`src/rtl/output_send_seq_if.sv`:
```
// Bus bundle between the conv-core controller and the output write sequencer.
// WSTRIDE_I exists only when OSEND_STRIDE_EN is defined.
interface output_send_seq_if #(
  parameter int unsigned AW  = 16,
  parameter int unsigned CW  = 8,
  parameter int unsigned NCH = 6
);
  logic           OUTPUT_SEND;
  logic           OUTPUT_SEND_POOL;
  logic [CW-1:0]  COUNTER0;
  logic [AW-1:0]  WADDRX_I;
  logic [NCH-1:0] OUTPUT_EN_CTRL_I;
  logic           module_busy;
`ifdef OSEND_STRIDE_EN
  logic [AW-1:0]  WSTRIDE_I;
`endif
  logic [AW-1:0]  WADDRX;
  logic           WCEBX;
  logic           OUTPUT_EN;
  logic [NCH-1:0] OUTPUT_EN_CTRL;
  logic           O_COMPARE_EN;
  logic           O_COMPARE_MODE;
  logic           O_COMPARE_SWITCH;
  logic           OUTPUT_BUSY;
  logic           OUTPUT_DONE;

  modport master (
`ifdef OSEND_STRIDE_EN
    output WSTRIDE_I,
`endif
    output OUTPUT_SEND, OUTPUT_SEND_POOL, COUNTER0, WADDRX_I, OUTPUT_EN_CTRL_I, module_busy,
    input  WADDRX, WCEBX, OUTPUT_EN, OUTPUT_EN_CTRL, O_COMPARE_EN, O_COMPARE_MODE,
    input  O_COMPARE_SWITCH, OUTPUT_BUSY, OUTPUT_DONE
  );

  modport slave (
`ifdef OSEND_STRIDE_EN
    input  WSTRIDE_I,
`endif
    input  OUTPUT_SEND, OUTPUT_SEND_POOL, COUNTER0, WADDRX_I, OUTPUT_EN_CTRL_I, module_busy,
    output WADDRX, WCEBX, OUTPUT_EN, OUTPUT_EN_CTRL, O_COMPARE_EN, O_COMPARE_MODE,
    output O_COMPARE_SWITCH, OUTPUT_BUSY, OUTPUT_DONE
  );
endinterface

```
`src/rtl/output_send_seq.sv`:
```
// Output SRAM write sequencer for the conv core, no-pool and pooled transfers.
// Optional OSEND_STRIDE_EN adds a programmable address stride (default stride 1).
module output_send_seq #(
  parameter int unsigned AW       = 16,
  parameter int unsigned CW       = 8,
  parameter int unsigned NCH      = 6,
  parameter int unsigned POOL_K   = 4,
  parameter bit          POOL_MAX = 1'b1
) (
  input  logic              CLK,
  input  logic              RSTL,
  output_send_seq_if.slave  bus
);
  localparam int unsigned KW = $clog2(POOL_K + 1);

  typedef enum logic [2:0] {S_IDLE, S_SEL, S_CMP, S_WR, S_DONE} state_e;

  state_e         state_q, state_d;
  logic           pool_q, pool_d;
  logic [CW-1:0]  cnt_max_q, cnt_max_d;
  logic [CW-1:0]  wcnt_q, wcnt_d;
  logic [KW-1:0]  kcnt_q, kcnt_d;
  logic [NCH-1:0] mask_q, mask_d;
  logic [NCH-1:0] ctrl_q, ctrl_d;
  logic [AW-1:0]  ptr_q, ptr_d;
  logic [AW-1:0]  waddr_q, waddr_d;
  logic           wceb_q, wceb_d;
  logic           oen_q, oen_d;
  logic           cmp_en_q, cmp_en_d;
  logic           cmp_mode_q, cmp_mode_d;
  logic           cmp_sw_q, cmp_sw_d;
  logic           busy_q, busy_d;
  logic           done_q, done_d;
  logic [NCH-1:0] sel_c;
  logic [AW-1:0]  stride_c;
  logic           do_wr, do_cmp, cmp_first, stalled;

`ifdef OSEND_STRIDE_EN
  logic [AW-1:0]  stride_q, stride_d;
  assign stride_c = stride_q;
`else
  assign stride_c = AW'(1);
`endif

  // Lowest set bit of the remaining channel mask.
  assign sel_c   = mask_q & (~mask_q + NCH'(1));
  assign stalled = bus.module_busy && (state_q inside {S_SEL, S_CMP, S_WR});

  // Outputs are computed for the state being entered, so they line up with it once registered.
  always_comb begin
    state_d    = state_q;
    pool_d     = pool_q;
    cnt_max_d  = cnt_max_q;
    wcnt_d     = wcnt_q;
    kcnt_d     = kcnt_q;
    mask_d     = mask_q;
    ctrl_d     = ctrl_q;
    ptr_d      = ptr_q;
    waddr_d    = waddr_q;
    wceb_d     = 1'b1;
    oen_d      = 1'b0;
    cmp_en_d   = 1'b0;
    cmp_sw_d   = 1'b0;
    cmp_mode_d = cmp_mode_q;
    busy_d     = busy_q;
    done_d     = 1'b0;
    do_wr      = 1'b0;
    do_cmp     = 1'b0;
    cmp_first  = 1'b0;
`ifdef OSEND_STRIDE_EN
    stride_d   = stride_q;
`endif
    if (!stalled) begin
      unique case (state_q)
        S_IDLE: begin
          if (bus.OUTPUT_SEND_POOL || bus.OUTPUT_SEND) begin
            state_d    = S_SEL;
            pool_d     = bus.OUTPUT_SEND_POOL;
            cmp_mode_d = bus.OUTPUT_SEND_POOL & POOL_MAX;
            cnt_max_d  = bus.COUNTER0;
            mask_d     = bus.OUTPUT_EN_CTRL_I;
            ptr_d      = bus.WADDRX_I;
            busy_d     = 1'b1;
`ifdef OSEND_STRIDE_EN
            stride_d   = bus.WSTRIDE_I;
`endif
          end
        end
        S_SEL: begin
          if (mask_q == '0 || cnt_max_q == '0) begin
            state_d = S_DONE;
            done_d  = 1'b1;
            ctrl_d  = '0;
          end else begin
            ctrl_d = sel_c;
            wcnt_d = '0;
            if (pool_q) begin
              do_cmp    = 1'b1;
              cmp_first = 1'b1;
            end else begin
              do_wr = 1'b1;
            end
          end
        end
        S_CMP: begin
          if (kcnt_q == KW'(POOL_K)) do_wr = 1'b1;
          else                       do_cmp = 1'b1;
        end
        S_WR: begin
          if (wcnt_q == cnt_max_q) begin
            mask_d  = mask_q & ~ctrl_q;
            state_d = S_SEL;
          end else if (pool_q) begin
            do_cmp    = 1'b1;
            cmp_first = 1'b1;
          end else begin
            do_wr = 1'b1;
          end
        end
        S_DONE: begin
          state_d    = S_IDLE;
          busy_d     = 1'b0;
          cmp_mode_d = 1'b0;
        end
        default: state_d = S_IDLE;
      endcase
    end
    if (do_wr) begin
      state_d = S_WR;
      wceb_d  = 1'b0;
      oen_d   = 1'b1;
      waddr_d = ptr_q;
      ptr_d   = ptr_q + stride_c;
      wcnt_d  = wcnt_d + CW'(1);
    end
    if (do_cmp) begin
      state_d  = S_CMP;
      cmp_en_d = 1'b1;
      cmp_sw_d = cmp_first;
      kcnt_d   = cmp_first ? KW'(1) : kcnt_q + KW'(1);
    end
  end

  always_ff @(posedge CLK or negedge RSTL) begin
    if (!RSTL) begin
      state_q    <= S_IDLE;
      pool_q     <= 1'b0;
      cnt_max_q  <= '0;
      wcnt_q     <= '0;
      kcnt_q     <= '0;
      mask_q     <= '0;
      ctrl_q     <= '0;
      ptr_q      <= '0;
      waddr_q    <= '0;
      wceb_q     <= 1'b1;
      oen_q      <= 1'b0;
      cmp_en_q   <= 1'b0;
      cmp_mode_q <= 1'b0;
      cmp_sw_q   <= 1'b0;
      busy_q     <= 1'b0;
      done_q     <= 1'b0;
`ifdef OSEND_STRIDE_EN
      stride_q   <= '0;
`endif
    end else begin
      state_q    <= state_d;
      pool_q     <= pool_d;
      cnt_max_q  <= cnt_max_d;
      wcnt_q     <= wcnt_d;
      kcnt_q     <= kcnt_d;
      mask_q     <= mask_d;
      ctrl_q     <= ctrl_d;
      ptr_q      <= ptr_d;
      waddr_q    <= waddr_d;
      wceb_q     <= wceb_d;
      oen_q      <= oen_d;
      cmp_en_q   <= cmp_en_d;
      cmp_mode_q <= cmp_mode_d;
      cmp_sw_q   <= cmp_sw_d;
      busy_q     <= busy_d;
      done_q     <= done_d;
`ifdef OSEND_STRIDE_EN
      stride_q   <= stride_d;
`endif
    end
  end

  assign bus.WADDRX           = waddr_q;
  assign bus.WCEBX            = wceb_q;
  assign bus.OUTPUT_EN        = oen_q;
  assign bus.OUTPUT_EN_CTRL   = ctrl_q;
  assign bus.O_COMPARE_EN     = cmp_en_q;
  assign bus.O_COMPARE_MODE   = cmp_mode_q;
  assign bus.O_COMPARE_SWITCH = cmp_sw_q;
  assign bus.OUTPUT_BUSY      = busy_q;
  assign bus.OUTPUT_DONE      = done_q;
endmodule

```
`src/flat_wrapper.sv`:
```
// flat-port wrapper written by rule: the top's interface ports become plain ports
module output_send_seq_flat 
#(
  parameter int unsigned AW       = 16,
  parameter int unsigned CW       = 8,
  parameter int unsigned NCH      = 6,
  parameter int unsigned POOL_K   = 4,
  parameter bit          POOL_MAX = 1'b1
)
  (CLK, RSTL, bus_OUTPUT_SEND, bus_OUTPUT_SEND_POOL, bus_COUNTER0, bus_WADDRX_I, bus_OUTPUT_EN_CTRL_I, bus_module_busy, bus_WADDRX, bus_WCEBX, bus_OUTPUT_EN, bus_OUTPUT_EN_CTRL, bus_O_COMPARE_EN, bus_O_COMPARE_MODE, bus_O_COMPARE_SWITCH, bus_OUTPUT_BUSY, bus_OUTPUT_DONE);
  output_send_seq_if #(.AW(AW), .CW(CW), .NCH(NCH)) bus_i ();
  input  logic CLK;
  input  logic RSTL;
  input wire logic [$bits(bus_i.OUTPUT_SEND)-1:0] bus_OUTPUT_SEND;
  input wire logic [$bits(bus_i.OUTPUT_SEND_POOL)-1:0] bus_OUTPUT_SEND_POOL;
  input wire logic [$bits(bus_i.COUNTER0)-1:0] bus_COUNTER0;
  input wire logic [$bits(bus_i.WADDRX_I)-1:0] bus_WADDRX_I;
  input wire logic [$bits(bus_i.OUTPUT_EN_CTRL_I)-1:0] bus_OUTPUT_EN_CTRL_I;
  input wire logic [$bits(bus_i.module_busy)-1:0] bus_module_busy;
  output wire logic [$bits(bus_i.WADDRX)-1:0] bus_WADDRX;
  output wire logic [$bits(bus_i.WCEBX)-1:0] bus_WCEBX;
  output wire logic [$bits(bus_i.OUTPUT_EN)-1:0] bus_OUTPUT_EN;
  output wire logic [$bits(bus_i.OUTPUT_EN_CTRL)-1:0] bus_OUTPUT_EN_CTRL;
  output wire logic [$bits(bus_i.O_COMPARE_EN)-1:0] bus_O_COMPARE_EN;
  output wire logic [$bits(bus_i.O_COMPARE_MODE)-1:0] bus_O_COMPARE_MODE;
  output wire logic [$bits(bus_i.O_COMPARE_SWITCH)-1:0] bus_O_COMPARE_SWITCH;
  output wire logic [$bits(bus_i.OUTPUT_BUSY)-1:0] bus_OUTPUT_BUSY;
  output wire logic [$bits(bus_i.OUTPUT_DONE)-1:0] bus_OUTPUT_DONE;
  assign bus_i.OUTPUT_SEND = bus_OUTPUT_SEND;
  assign bus_i.OUTPUT_SEND_POOL = bus_OUTPUT_SEND_POOL;
  assign bus_i.COUNTER0 = bus_COUNTER0;
  assign bus_i.WADDRX_I = bus_WADDRX_I;
  assign bus_i.OUTPUT_EN_CTRL_I = bus_OUTPUT_EN_CTRL_I;
  assign bus_i.module_busy = bus_module_busy;
  assign bus_WADDRX = bus_i.WADDRX;
  assign bus_WCEBX = bus_i.WCEBX;
  assign bus_OUTPUT_EN = bus_i.OUTPUT_EN;
  assign bus_OUTPUT_EN_CTRL = bus_i.OUTPUT_EN_CTRL;
  assign bus_O_COMPARE_EN = bus_i.O_COMPARE_EN;
  assign bus_O_COMPARE_MODE = bus_i.O_COMPARE_MODE;
  assign bus_O_COMPARE_SWITCH = bus_i.O_COMPARE_SWITCH;
  assign bus_OUTPUT_BUSY = bus_i.OUTPUT_BUSY;
  assign bus_OUTPUT_DONE = bus_i.OUTPUT_DONE;
  output_send_seq #(.AW(AW), .CW(CW), .NCH(NCH), .POOL_K(POOL_K), .POOL_MAX(POOL_MAX)) u_core (.CLK(CLK), .RSTL(RSTL), .bus(bus_i));
endmodule
```
`config.mk`:
```
export PLATFORM = sky130hd
export DESIGN_NAME = output_send_seq_flat
export DESIGN_NICKNAME = d
export VERILOG_FILES = /design/src/rtl/output_send_seq_if.sv /design/src/rtl/output_send_seq.sv /design/src/flat_wrapper.sv
export SDC_FILE = /design/constraint.sdc
export NUM_CORES = 1
export LEC_CHECK = 0
export BUFFER_PORTS_ARGS = -buffer_cell sky130_fd_sc_hd__buf_4
export CAP_MARGIN = 40
export CORE_AREA = 4 4 94 96
export CTS_CLUSTER_SIZE = 30
export DETAILED_ROUTE_END_ITERATION = 12
export DIE_AREA = 0 0 98 100
export PLACE_DENSITY = 0.65
export SLEW_MARGIN = 30
export SYNTH_ARGS = -nofsm -noshare
export SYNTH_HDL_FRONTEND = slang
export SYNTH_SLANG_ARGS = --single-unit
```
`constraint.sdc`:
```
create_clock -name CLK -period 5.4 [get_ports CLK]
set_input_delay 1.62 -clock CLK [delete_from_list [all_inputs] [get_ports CLK]]
set_output_delay 1.62 -clock CLK [all_outputs]
set_load 0.05 [all_outputs]
```
==> impl_metrics.toml <==
[run_status]
status = "completed"

[sta]
min_period_ns = 3.315
clock_skew_ns = 0.01482
finalCritPeriodShare_pct = 61.39
hold_viol = 0
slew_headroom_pct = 50.05
setup_violations = 0
rsz0062_at_grt = "no"
final.setup.worst_slack_ns = 2.085
finalMaxSlewViolations = 0
fmax_mhz = 301.6
finalSetupTns_ns = 0
tightest_slew_ns = 0.7424

[final_layout]
nets = 468
syn2layout_area_growth_pct = 20.77
final_layout_size_suffix_gt1_share_pct = 20.97
mostFrequentLayoutCells = "93 x nand2_1, 73 x dfrtp_1, 63 x buf_4"
nFillCells = 734
regArea_um2 = 1853
instances_no_fill = 539
final_common_cell = "nand2_1"
multi_input_area_um2 = 1518
diodes = 0

[grt]
overflow = 0
antenna_found_initial = 0
grt_use_total_pct = 17.59
grt_pass1_vias = 2821
grt_max_degree = 51
grt_pass1_wl_mm = 13.93

[power]
p_total_mw = 2.505
irDropWorstVdd_uv = 202.8
powerDensity_nw_per_um2 = 592.6
p_leak_nw = 2.007

[placed_design]
hpwl_mm = 5.653
post-place-cells = 522
dp_slack_ns = 1.606
io_buffers = 63
globalplace.congestion = 0.8371

[worst_setup_path]
crit_type = "in2reg"
startpoint_type = "input port"
critPathRequiredTime_ns = 5.66
critPathArrivalTime_ns = 3.58
crit_chain = "buf_4 -> nor3_2 -> o211ai_1 -> nand2_4 -> inv_2 -> buf_12 -> or3_1 -> a21oi_1"
critical_path.max_stage_delay_ns = 0.36
cpMaxStageDelayCell = "or3_1"
cp-end-kind = "register"
worstPathMaxFanout = 45

[synthesis]
syn_avg_cell_area_um2 = 9.484
ys_ff_latch = 74
synth_edf_count = 0
ys_warn_count = 0
synth_cells = 369
netlist-cell-type-count = 49
synth.yosys.seq_area_share_pct = 52.95
synth_area_um2 = 3500
async_flop_share_pct = 100.0
synth-main-ff-cell = "dfrtp_1"
syn_nets = 408

[die]
std_cell_rows = 33
die_x_um = 98
core_um2 = 8051
io_pins = 64
die_h_um = 100
dieArea_um2 = 9800
start_util_pct = 43.47

[clock_tree]
cts-root-buf = "clkbuf_8"
clock_latency_ns = 0.35
tritoncts = "built"
ctsHoldBuffers = 0
path_clk_slew_ns = 0.08
cts_buffers = 9
post_cts_buffers = 0
clockBufferDepth = 2
cts_sinks = 74
cts_resized = 0
htree_levels = 3

[routing]
via_per_inst = 5.371
drc = 0
drt_wl_total_mm = 8.076
final_antenna_net_count = 0
drt_iter0_drc = 172
vias = 2895
dr.pass1.iters = 5
avgRoutedWirePerCell_um = 14.98

[flow_run]
maxCapViolations = 0

[min_path]
holdCritPathClass = "reg2reg"
routing by layer:
metal  up-vias  share of wire (%)  global-route usage (%)  routed length, µm
met5         -                  0                       0                  0
met4         0               0.94                   5.538                 76
met3         6                5.3                   4.656                427
met2        76                 47                   26.28               3780
met1      1398                 47                   25.12               3792
li1       1415                  -                       -                  -
cells by family (layout without fill, tap and decap cells):
group,after synthesis,in the layout,share of synthesized area (%)
XOR/XNOR,13,13,3.254
AO/OA/AOI/OAI,79,79,15.91
flip-flops,74,74,52.95
AND/OR/NAND/NOR,170,170,22.42
buffers and inverters,28,93,3.718
multiplexers,1,1,0.3218
adder cells (fa/ha/maj),4,4,1.430
sequential cells by signal (all words and copies together), names as in the netlist, 3 cells and up:
| name | count |
|---|---|
| u_core.bus.OUTPUT_EN_CTRL | 6 |
| u_core.state_q | 3 |
| u_core.cnt_max_q | 8 |
| u_core.mask_q | 6 |
| u_core.kcnt_q | 3 |
| u_core.ptr_q | 16 |
| u_core.wcnt_q | 8 |
| u_core.bus.WADDRX | 16 |
cell type report:
class                   count  area share [%]
inverters                  12           1.066
repair buffers             65           12.14
flip-flops and latches     74           43.84
multi-input cells         267           35.91
well taps                 105           3.108
clock inverters             3          0.4144
clock buffers              13           3.523
Yosys cell counts (4+ instances only):
cell type  count  share of area (%)
nand2_1       93                 10
dfrtp_1       73                 52
o21ai_0       24                3.4
nor2_1        19                2.0
xnor2_1       13                3.3
nand3_1       12                1.7
inv_1         11                1.2
a221o_1        9                2.6
nor3_1         9                1.3
a21oi_1        8                1.1
a22o_1         8                2.0
buf_2          8                1.1
nor4_1         7                1.3
a31oi_1        6                1.1
nand4_1        5               0.89
nor3b_1        5                1.1
and3_1         4               0.71
ha_1           4                1.4
report_power, final:
part | total [mW] | switching, mW | internal (mW)
combinational | 1.13 | 0.730 | 0.405
clock | 0.374 | 0.196 | 0.179
sequential | 0.996 | 0.216 | 0.780
total | 2.50 | 1.14 | 1.36
critical path, delay by kind of cell:
kind | cells | cell delay (ns)
AND/OR/NAND/NOR | 3 | 1.03
buffers and inverters | 3 | 0.47
AO/OA/AOI/OAI | 2 | 0.44
path summary, 6_finish.rpt:
| kind | slack [ns] | startpoint | cells past startpoint | to |
|---|---|---|---|---|
| setup / recovery | 2.08 | bus_module_busy | 8 | u_core.wcnt_q[4]$_DFF_PN0_ |
| hold / removal | 0.47 | u_core.bus.WADDRX[2]$_DFFE_PN0N_ | 2 | u_core.bus.WADDRX[2]$_DFFE_PN0N_ |
| setup reg to reg | 2.72 | u_core.cnt_max_q[2]$_DFFE_PN0P_ | 8 | u_core.ptr_q[7]$_DFFE_PN0P_ |
| hold reg to reg | 0.47 | u_core.bus.WADDRX[2]$_DFFE_PN0N_ | 2 | u_core.bus.WADDRX[2]$_DFFE_PN0N_ |
| max in group asynchronous | 3.58 | RSTL | 2 | u_core.bus.WCEBX$_DFF_PN1_ |
| min in group asynchronous | 1.21 | RSTL | 1 | u_core.mask_q[3]$_DFFE_PN0P_ |
per-stage QoR:
step	hold WS, ns	area (µm²)	utilization [%]
finish	0.4722	4227	52.49
global route	0.4963	4227	52.49
CTS	0.4778	4207	52.25
detailed placement	0.4590	4040	50.18
global placement	0.4573	4019	49.91
floorplan	0.4683	3500	-
Note: power is estimated with default switching activity, not from simulation.
